<file path="config.mk">
export PLATFORM = sky130hd
export DESIGN_NAME = xyj_monitor
export DESIGN_NICKNAME = d
export VERILOG_FILES = /design/src/rtl/xyj_pkg.sv /design/src/rtl/xyj_motor_chk.sv /design/src/rtl/xyj_monitor.sv
export SDC_FILE = /design/constraint.sdc
export NUM_CORES = 1
export LEC_CHECK = 0
export BUFFER_PORTS_ARGS = -buffer_cell sky130_fd_sc_hd__buf_2
export CORE_MARGIN = 5
export CORE_UTILIZATION = 48
export DETAILED_ROUTE_END_ITERATION = 10
export PLACE_DENSITY = 0.74
export SKIP_LAST_GASP = 1
export SYNTH_ARGS = -nofsm -noshare
export SYNTH_HDL_FRONTEND = slang
export SYNTH_SLANG_ARGS = --single-unit
export TNS_END_PERCENT = 10
</file>
<file path="constraint.sdc">
create_clock -name cp -period 1.65 [get_ports cp]
set_clock_uncertainty 0.05 [all_clocks]
set_input_delay 0.4125 -clock cp [delete_from_list [all_inputs] [get_ports cp]]
set_output_delay 0.4125 -clock cp [all_outputs]
set_load 0.01 [all_outputs]
</file>
<file path="src/rtl/xyj_pkg.sv">
// Shared encodings for the washer actuator-bus monitor.
// Phase codes, fault bit positions and motor direction states.
package xyj_pkg;

  typedef enum logic [2:0] {
    PH_IDLE    = 3'd0,
    PH_FILL    = 3'd1,
    PH_AGITATE = 3'd2,
    PH_PAUSE   = 3'd3,
    PH_DRAIN   = 3'd4,
    PH_SPIN    = 3'd5,
    PH_ALARM   = 3'd6
  } phase_e;

  localparam int F_DIR       = 0;
  localparam int F_DEAD      = 1;
  localparam int F_FILLDRAIN = 2;
  localparam int F_MODE      = 3;
  localparam int F_DRY       = 4;
  localparam int F_FLOOD     = 5;
  localparam int NFAULT      = 6;

  typedef enum logic [2:0] {
    M_NONE  = 3'd0,
    M_FWD   = 3'd1,
    M_REV   = 3'd2,
    M_GAP_F = 3'd3,
    M_GAP_R = 3'd4
  } mstate_e;

endpackage

</file>
<file path="src/rtl/xyj_motor_chk.sv">
// Motor direction tracker: counts reversals, flags missing
// dead time between opposite directions and both-on commands.
module xyj_motor_chk
  import xyj_pkg::*;
#(
  parameter int CNT_W    = 8,
  parameter int DEAD_MIN = 1
) (
  input  logic             clk,
  input  logic             rst_n,
  input  logic             en,
  input  logic             zz,
  input  logic             fz,
  input  logic             ts,
  output logic [CNT_W-1:0] rev_cnt,
  output logic             dead,
  output logic             dir
);

  localparam int IDLE_W = $clog2(DEAD_MIN + 2);
  localparam logic [IDLE_W-1:0] DMIN = IDLE_W'(DEAD_MIN);
  localparam logic [IDLE_W-1:0] ONE  = IDLE_W'(1);
  localparam logic [CNT_W-1:0]  CONE = CNT_W'(1);

  mstate_e           state;
  logic [IDLE_W-1:0] idle_cnt;

  always_ff @(posedge clk or negedge rst_n) begin
    if (!rst_n) begin
      state    <= M_NONE;
      idle_cnt <= '0;
      rev_cnt  <= '0;
      dead     <= 1'b0;
      dir      <= 1'b0;
    end else if (en) begin
      if (zz && fz) begin
        dir <= 1'b1;
      // forward drive during spin is not agitation
      end else if (!(ts && zz)) begin
        case (state)
          M_NONE: begin
            if (zz)      state <= M_FWD;
            else if (fz) state <= M_REV;
          end
          M_FWD: begin
            if (fz) begin
              state   <= M_REV;
              rev_cnt <= rev_cnt + CONE;
              dead    <= 1'b1;
            end else if (!zz) begin
              state    <= M_GAP_F;
              idle_cnt <= ONE;
            end
          end
          M_REV: begin
            if (zz) begin
              state   <= M_FWD;
              rev_cnt <= rev_cnt + CONE;
              dead    <= 1'b1;
            end else if (!fz) begin
              state    <= M_GAP_R;
              idle_cnt <= ONE;
            end
          end
          M_GAP_F: begin
            if (fz) begin
              state    <= M_REV;
              rev_cnt  <= rev_cnt + CONE;
              idle_cnt <= '0;
              if (idle_cnt < DMIN) dead <= 1'b1;
            end else if (zz) begin
              state    <= M_FWD;
              idle_cnt <= '0;
            end else if (idle_cnt < DMIN) begin
              idle_cnt <= idle_cnt + ONE;
            end
          end
          M_GAP_R: begin
            if (zz) begin
              state    <= M_FWD;
              rev_cnt  <= rev_cnt + CONE;
              idle_cnt <= '0;
              if (idle_cnt < DMIN) dead <= 1'b1;
            end else if (fz) begin
              state    <= M_REV;
              idle_cnt <= '0;
            end else if (idle_cnt < DMIN) begin
              idle_cnt <= idle_cnt + ONE;
            end
          end
          default: state <= M_NONE;
        endcase
      end
    end
  end

endmodule

</file>
<file path="src/rtl/xyj_monitor.sv">
// Plant-side actuator-bus monitor: water level model, sticky
// interlock faults, fill/reversal counters and phase decode.
module xyj_monitor
  import xyj_pkg::*;
#(
  parameter int               LVL_W    = 4,
  parameter logic [LVL_W-1:0] LVL_MAX  = LVL_W'(2),
  parameter int               DEAD_MIN = 1,
  parameter int               CNT_W    = 8
) (
  input  logic              cp,
  input  logic              R,
  input  logic              EN,
  input  logic              JS,
  input  logic              PS,
  input  logic              ZZ,
  input  logic              FZ,
  input  logic              QX,
  input  logic              PX,
  input  logic              TS,
  input  logic              BJ,
  output logic [LVL_W-1:0]  level,
  output logic [2:0]        phase,
  output logic [NFAULT-1:0] fault,
  output logic              fault_any,
  output logic [CNT_W-1:0]  fill_cnt,
  output logic [CNT_W-1:0]  rev_cnt,
  output logic              done
);

  localparam logic [LVL_W-1:0] LONE = LVL_W'(1);
  localparam logic [CNT_W-1:0] CONE = CNT_W'(1);

  logic             js_q;
  logic             bj_q;
  logic             f_fd;
  logic             f_mode;
  logic             f_dry;
  logic             f_flood;
  logic             m_dead;
  logic             m_dir;
  logic [LVL_W-1:0] lvl_nx;
  phase_e           ph_nx;

  xyj_motor_chk #(
    .CNT_W    (CNT_W),
    .DEAD_MIN (DEAD_MIN)
  ) u_motor (
    .clk     (cp),
    .rst_n   (R),
    .en      (EN),
    .zz      (ZZ),
    .fz      (FZ),
    .ts      (TS),
    .rev_cnt (rev_cnt),
    .dead    (m_dead),
    .dir     (m_dir)
  );

  always_comb begin
    fault              = '0;
    fault[F_DIR]       = m_dir;
    fault[F_DEAD]      = m_dead;
    fault[F_FILLDRAIN] = f_fd;
    fault[F_MODE]      = f_mode;
    fault[F_DRY]       = f_dry;
    fault[F_FLOOD]     = f_flood;
  end

  always_comb begin
    lvl_nx = level;
    if (JS && !PS && level < LVL_MAX)
      lvl_nx = level + LONE;
    else if (PS && !JS && level != '0)
      lvl_nx = level - LONE;
  end

  always_comb begin
    if (BJ)            ph_nx = PH_ALARM;
    else if (TS)       ph_nx = PH_SPIN;
    else if (PS)       ph_nx = PH_DRAIN;
    else if (JS)       ph_nx = PH_FILL;
    else if (ZZ || FZ) ph_nx = PH_AGITATE;
    else if (QX || PX) ph_nx = PH_PAUSE;
    else               ph_nx = PH_IDLE;
  end

  always_ff @(posedge cp or negedge R) begin
    if (!R) begin
      level     <= '0;
      phase     <= PH_IDLE;
      fault_any <= 1'b0;
      fill_cnt  <= '0;
      done      <= 1'b0;
      js_q      <= 1'b0;
      bj_q      <= 1'b0;
      f_fd      <= 1'b0;
      f_mode    <= 1'b0;
      f_dry     <= 1'b0;
      f_flood   <= 1'b0;
    end else if (EN) begin
      level     <= lvl_nx;
      phase     <= ph_nx;
      fault_any <= |fault;
      done      <= BJ && !bj_q;
      js_q      <= JS;
      bj_q      <= BJ;
      if (JS && !js_q)
        fill_cnt <= fill_cnt + CONE;
      if (JS && PS)
        f_fd <= 1'b1;
      if (QX && PX)
        f_mode <= 1'b1;
      // fault checks use the level before this cycle's update
      if ((ZZ || FZ) && !TS && level == '0)
        f_dry <= 1'b1;
      if (JS && !PS && level == LVL_MAX)
        f_flood <= 1'b1;
    end
  end

endmodule
</file>
==> results.md, run 1 <==
* Status: finished with violations
* Failing checks: setup timing
* Asr flop ratio synth at 100.0%
* Die H at 74.12 µm
* Max-cap violations at 0
* Worst Setup End Kind: flip-flop
* Worst path arrival time at 1.98 ns
* Cell Count, Final, Fillers Out at 306
* DRT iter0 DRCs at 66
* Cell Pwr Density at 1420 nW/µm²
* Setup Viol. Count Final at 4
* CTS Sinks at 38
* Crit path required time at 1.77 ns
* Slew headroom at 71.33%
* Yosys top cell area share at 48.19%
* Lkg Pwr at 0.001208 µW
* Fin crit period at 1.865 ns
* Placed Instances at 298
* Share of the yosys chip area belonging to registers at 48.19%
* Crit. Startpoint: level[3]
* Post-Syn Area at 1973 µm²
* Grt ovf at 0
* FF-to-FF path depth at 5
* Vias in the first global route at 1623
* Initial antenna violation count at 0
* Worst r2r src: level[3]
* Most used DFF post-synth: dfrtp_1
* Layout cells sized above 1 at 34.77%
* Clk_lat worst skew at 0.27 ns
* Post-synth cell types at 51
* Reg2reg end: level[1]
* Die W at 74.12 µm
* Reg clk slew, reported paths at 0.07 ns
* Final core occ at 62.56%
* Pre-antenna DRT Iters at 4
* Worst-margin pin slew at 0.4192 ns
* Register area at 950.9 µm²
* CP Class: reg -> reg
* DR vias/cell at 5.281
* First-pass GRT wire length at 7.500 mm
* Most frequent cells in the layout: buf_2 (41), dfrtp_1 (38), buf_4 (27), nor2_1 (17), inv_1 (14)
* Hold_buf cts at 0
* Post-synth EDFFs at 0
* Area Growth Syn to Fin at 26.82%
* Fin worst setup slack at -0.2150 ns
* Tot Pwr at 3554 µW
* Post-synthesis cell count at 190
* Most common cell after layout, fill and taps aside: buf_2
* Detailed-route via count at 1616
* Nets at 272
* Syn Area/Cell at 10.38 µm²
* CTS tree: yes
* CP max-delay cell: fa_1
* Die area at 5493 µm²
* Core area at 4000 µm²
* GPL Wtd Cong at 0.8565
* Top-level port count at 42
* Max Clk Rate at 536.2 MHz
* Pre-CTS setup slack at -0.3893 ns
* Starting Density at 49.33%
* IO Port Bufs at 41
* CP Launch Type: flip-flop
* RSZ-0062 raised after global routing: true
* Slowest Stage Delay on Critical Path at 0.54 ns
* Antenna cells at 0
* Tcrit/Tclk final at 113.0%
* IR drop worst, VDD at 802.1 µV
* H-tree depth at 2
* GRT Total Usage at 17.56%
* Flop-to-flop setup slack at -0.22 ns
* Max FO, Critical Path at 2
* Hold Path Class: in -> async
* Yosys top cell by area: dfrtp_1
* Crit-path cells: nor4b_4 > nand2b_1 > fa_1 > inv_1 > a2111oi_2
* Longest Clk Path Bufs at 2
* Residual DRC at 0
* Final ANT Viol Nets at 0
* CTS root buf: clkbuf_8
* Row count at 23
* Final hold viol count at 0
* Largest net degree at the start of global routing at 39
* Syn nets at 207
* Total Wirelength at 4.326 mm
* Ranking of synthesized cells by area: dfrtp_1 (48%), xor2_1 (4.0%), nor2_1 (3.2%)
* CTS Buf Count at 5
* Multi-input logic area at 897.1 µm²
* Dpl hpwl at 3.328 mm
* Fin. max-slew vios at 0
* Synth Register Bits at 38
* Fill cells at 354
* Warning count from the yosys run at 0
* Wire per inst at 14.14 µm
[per-layer routing]
layer / vias to the layer above / global-route usage, % / share of wire, %
li1: 805 / - / -
met1: 775 / 23.70 / 46
met2: 34 / 29.23 / 49
met3: 2 / 3.378 / 4.3
met4: 0 / 4.225 / 0.46
met5: - / 0 / 0
[report_power, final]
| group | internal (µW) | total [µW] | switching, µW |
|---|---|---|---|
| logic | 686 | 1450 | 762 |
| registers | 1190 | 1460 | 272 |
| clock network | 337 | 644 | 307 |
[critical path, delay by kind of cell, from the launching register on]
kind                     cells  cell delay (ns)
buffers and inverters        1             0.06
AO/OA/AOI/OAI                1             0.29
flip-flops                   1             0.41
AND/OR/NAND/NOR              2             0.41
adder cells (fa/ha/maj)      1             0.54
[state kept, by name, summed over array words and instances (netlist names)]
signal            flops
level                 4
f_flood               1
u_motor.dead          1
u_motor.dir           1
fill_cnt              8
u_motor.idle_cnt      2
js_q                  1
done                  1
u_motor.state         3
u_motor.rev_cnt       8
bj_q                  1
f_dry                 1
f_mode                1
f_fd                  1
phase                 3
fault_any             1
[synthesized netlist by cell type, drive strengths merged (3+ instances only)]
cell,number
nand2,9
ha,5
inv,14
nor3,5
a31o,3
a31oi,3
o2bb2ai,3
xor2,9
nor2,17
nand3,7
dfrtp,38
nand4,4
nor4,5
o21ai,8
buf,11
a21oi,8
xnor2,6
[timing repair]
item / CTS / global route
buffers inserted: 0 / 0
resized for setup: 0 / 1
pin swaps: 0 / 0
hold endpoints to repair: 0 / 0
setup endpoints to repair: 4 / 5
[cells by family (layout without fill, tap and decap cells)]
logic type	after synthesis	in the layout	share of synthesized area (%)
simple gates	62	62	16.93
flops	38	38	48.19
compound gates	40	40	15.28
mux	3	3	1.649
fa+ha+maj	6	6	4.185
buf+inv	26	92	7.101
xor+xnor	15	15	6.658
[final cells by class]
cell class	instances	share of cell area [%]
clock inverter	1	0.2000
inverter	14	2.100
clock buffer	7	3.450
sequential	38	38.00
multi-input combinational	126	35.85
tap	50	2.500
timing repair buffer	70	17.90
[worst max-delay path by stage]
stage	slack [ns]	cells after the start	to
after floorplan	-0.17	5	level[1]
after CTS	-0.25	5	level[1]
after global routing	-0.26	5	level[1]
final	-0.22	5	level[1]
after global placement	-0.29	6	level[1]
after detailed placement	-0.39	6	level[1]
[stage by stage]
step / setup TNS [ns] / cell area (µm²) / hold WS (ns)
global placement: -0.8616 / 2402 / 0.3437
floorplan: -0.2398 / 1979 / 0.06691
finish: -0.3824 / 2502 / 0.03392
detailed placement: -1.158 / 2402 / 0.3452
global route: -0.6629 / 2502 / 0.06366
CTS: -0.4661 / 2494 / 0.03651
No activity file was read; power rests on OpenSTA's default activity.
==> run 2, diff against run 1 <==
--- a/config.mk
+++ b/config.mk
@@ -5,11 +5,12 @@
 export SDC_FILE = /design/constraint.sdc
 export NUM_CORES = 1
 export LEC_CHECK = 0
+export ABC_AREA = 1
 export BUFFER_PORTS_ARGS = -buffer_cell sky130_fd_sc_hd__buf_2
-export CORE_MARGIN = 5
+export CORE_MARGIN = 4
 export CORE_UTILIZATION = 48
 export DETAILED_ROUTE_END_ITERATION = 10
-export PLACE_DENSITY = 0.74
+export PLACE_DENSITY = 0.73
 export SKIP_LAST_GASP = 1
 export SYNTH_ARGS = -nofsm -noshare
 export SYNTH_HDL_FRONTEND = slang
==> run 2 against run 1 <==
  * The run now ends clean
  * Die area up 4.9%
  * Core utilization is 2.7 points lower
  * Register-to-register slack improved by 0.30 ns
  * Count of clock-buffer cells in the layout is 1 lower
  * Cell area rose by 5.6%
  * Via count increased by 23%
  * Maximum frequency grew 19%
  * Wire length grew 13%
  * Flip-flop and latch count stayed put
  * Non-clock buffer count decreased by 15
  * Total power up 4.2%
  * Hold slack worse by 0.0074 ns
  * Critical path type unchanged
  * Critical endpoint is now level[3]
  * Largest cell class is now multi-input combinational cells
  * Largest power group is now combinational cells
==> results.md, run 2 <==
* Post-Syn Area at 2215 µm² (+12%)
* Hold Path Class: in -> async
* Reg clk slew, reported paths at 0.08 ns (about the same)
* Fin crit period at 1.569 ns (-0.2958 ns)
* Final core occ at 59.86% (-2.7 points)
* Max Clk Rate at 637.3 MHz (+19%)
* CP Class: reg -> reg
* Crit path buf inv count at 1 (unchanged)
* DRT iter0 DRCs at 116 (+76%)
* Worst Setup End Kind: flip-flop
* Most used cell along the critical path: nand2_1
* Most common cell after layout, fill and taps aside: nand2_1
* Worst path arrival time at 1.70 ns (-0.28 ns)
* IR drop worst, VDD at 737.2 µV (-8.1%)
* Ranking of synthesized cells by area: dfrtp_1 (43%), nand2_1 (15%), nand3_1 (6.8%)
* Final hold viol count at 0 (unchanged)
* CTS root buf: clkbuf_8
* Critical path's top delay family: simple AND/OR/NAND/NOR gates
* FF-to-FF path depth at 9 (+4)
* Crit path capture: level[3]
* Clock power frac at 18.2% (about the same)
* Vias in the first global route at 1916 (+18%)
* Syn Area/Cell at 7.663 µm² (-26%)
* Reg2reg end: level[3]
* Share of the yosys chip area belonging to registers at 42.94% (-5.3 points)
* Fin. max-slew vios at 0 (unchanged)
* CTS tree: yes
* Crit-path cells: nor2_2 > nand3_2 > ha_1 > nand2_1 > inv_1 > a21oi_2 > nand2_1 > nand2_1 > nand2_1
* Die H at 75.93 µm (+2.4%)
* Internal at 2138 µW (-3.4%)
* Dpl hpwl at 3.730 mm (+12%)
* First-pass GRT wire length at 8.645 mm (+15%)
* P_sw at 1565 µW (+17%)
* Clk_lat worst skew at 0.29 ns (+0.02 ns)
* Tcrit/Tclk final at 95.10% (-18 points)
* Worst-margin pin slew at 0.2876 ns (-0.1316 ns)
* Grt ovf at 0 (unchanged)
* Core area at 4414 µm² (+10%)
* Comb pwr share at 42.6% (+1.9 points)
* Minimum hold slack at 0.02648 ns (-0.007439 ns)
* Cell Pwr Density at 1402 nW/µm² (-1.3%)
* GRT Total Usage at 17.66% (+0.094 points)
* Sw Ratio at 42.26% (+4.5 points)
* Top-level port count at 42 (unchanged)
* Detailed-route via count at 1987 (+23%)
* Die area at 5765 µm² (+4.9%)
* Antenna cells at 0 (unchanged)
* Crit. Startpoint: level[3]
* Largest net degree at the start of global routing at 39 (unchanged)
* Warning count from the yosys run at 0 (unchanged)
* Post-synth cell types at 31 (-39%)
* Largest regs: fill_cnt x8, u_motor.rev_cnt x8, level x4
* Max-cap violations at 0 (unchanged)
* Hold_buf cts at 0 (unchanged)
* Yosys top cell area share at 42.94% (-5.3 points)
* Slowest Stage Delay on Critical Path at 0.41 ns (-0.13 ns)
* Worst r2r src: level[3]
* IO Port Bufs at 41 (unchanged)
* Wire per inst at 12.39 µm (-12%)
* Asr flop ratio synth at 100.0% (unchanged)
* Synth Register Bits at 38 (unchanged)
* Longest Clk Path Bufs at 2 (unchanged)
* Flop-to-flop setup slack at 0.08 ns (+0.30 ns)
* Status: finished, final reports clean
* CP max-delay cell: dfrtp_1
* Slew headroom at 80.82% (+9.5 points)
* Final ANT Viol Nets at 0 (unchanged)
* Setup Viol. Count Final at 0 (-4)
* DR vias/cell at 5.030 (-4.7%)
* Pre-antenna DRT Iters at 4 (unchanged)
* Area Growth Syn to Fin at 19.32%
* Nets at 359 (+32%)
* Initial antenna violation count at 0 (unchanged)
* CTS Buf Count at 5 (unchanged)
* Most used DFF post-synth: dfrtp_1
* Row count at 24 (+4.3%)
* Total Wirelength at 4.896 mm (+13%)
* Die W at 75.93 µm (+2.4%)
* Synth top cells by count: nand2_1 (86), dfrtp_1 (38), inv_1 (37)
* Residual DRC at 0 (unchanged)
* Lkg Pwr at 0.001469 µW (+22%)
* Most common cell in the netlist: nand2_1
* CP Launch Type: flip-flop
* Path length in cells of the critical path at 9 (+4)
* Layout cells sized above 1 at 23.32% (-11 points)
* Yosys top cell by area: dfrtp_1
* Crit path required time at 1.78 ns (about the same)
* Fill cells at 433 (+22%)
* Post-synth EDFFs at 0 (unchanged)
* Flop pwr share at 39.2% (-1.9 points)
* H-tree depth at 2 (unchanged)
* Post-synthesis cell count at 289 (+52%)
* CTS Sinks at 38 (unchanged)
* Most frequent cells in the layout: nand2_1 (86), buf_2 (41), dfrtp_1 (38), inv_1 (37), nand3_1 (29)
* Syn nets at 306 (+48%)
* GPL Wtd Cong at 0.8893 (+3.8%)
* Max FO, Critical Path at 3 (+1)
* Starting Density at 50.17% (+0.84 points)
-- run 2: changes by cell type in the layout (fill, tap and decap cells not counted), moves of 3 or more --
| cell | delta |
|---|---|
| xor2_1 | -3 |
| a21oi_1 | -3 |
| buf_4 | -14 |
| nor4_1 | -4 |
| nand2_1 | +77 |
| inv_1 | +23 |
| inv_2 | +4 |
| o2bb2ai_1 | -3 |
| nand4_1 | +4 |
| nand3_1 | +22 |
| nor2_2 | +5 |
| nand3b_1 | +3 |
-- run 2: through the flow --
| step | setup TNS, ns | power (µW) | setup slack, ns | cells | area, µm² |
|---|---|---|---|---|---|
| after floorplan | 0 | 2500 | 0.01671 | 289 | 2215 |
| final | 0 | 3704 | 0.08081 | 395 | 2643 |
| after global routing | -0.02004 | 4030 | -0.01346 | 395 | 2643 |
| after global placement | -0.04119 | 2932 | -0.04119 | 385 | 2521 |
| after CTS | 0 | 3681 | 0.01897 | 393 | 2616 |
| after detailed placement | -0.2049 | 2995 | -0.1390 | 385 | 2521 |
-- run 2: final cells by class --
type / instances / area [µm²] / area share (%)
inverter: 41 / 153.9 / 5.824
clock buffer: 6 / 82.58 / 3.125
clock inverter: 2 / 12.51 / 0.4735
timing repair buffer: 55 / 322.8 / 12.22
tap: 52 / 65.06 / 2.462
sequential: 38 / 950.9 / 35.98
multi-input combinational: 201 / 1055 / 39.91
-- run 2: cell families after synthesis --
logic type,after synthesis,synth area share (%)
AND/OR/NAND/NOR,160,32.77
flip-flops,38,42.94
adder cells (fa/ha/maj),6,3.729
buffers and inverters,50,9.943
XOR/XNOR,10,3.955
AO/OA/AOI/OAI,25,6.667
-- run 2: worst min-delay path by stage --
stage / endpoint / slack [ns]
floorplan: bj_q / 0.07
global placement: u_motor.state[2] / 0.35
detailed placement: u_motor.state[2] / 0.35
CTS: u_motor.state[2] / 0.03
global route: fill_cnt[3] / 0.03
finish: u_motor.state[2] / 0.03
-- run 2: routing by layer --
metal,GRT usage [%],part of all wire [%],vias to the layer above
li1,-,-,1023
met1,22.35,45,917
met2,30.22,50,40
met3,3.910,4.2,7
met4,4.626,1.1,0
met5,0,0,-
-- run 2: what timing repair did --
action,4_1_cts,5_1_grt
resized for setup,0,3
endpoints found under the setup margin,0,2
buffers inserted,0,2
-- run 2: power groups by stage --
stage                     sequential (µW)  combinational, µW  clock, µW
final                                1450               1580        675
after global routing                 1490               1800        744
after CTS                            1450               1540        694
after detailed placement             1460               1530          0
after global placement               1450               1480          0
after floorplan                      1480               1020          0
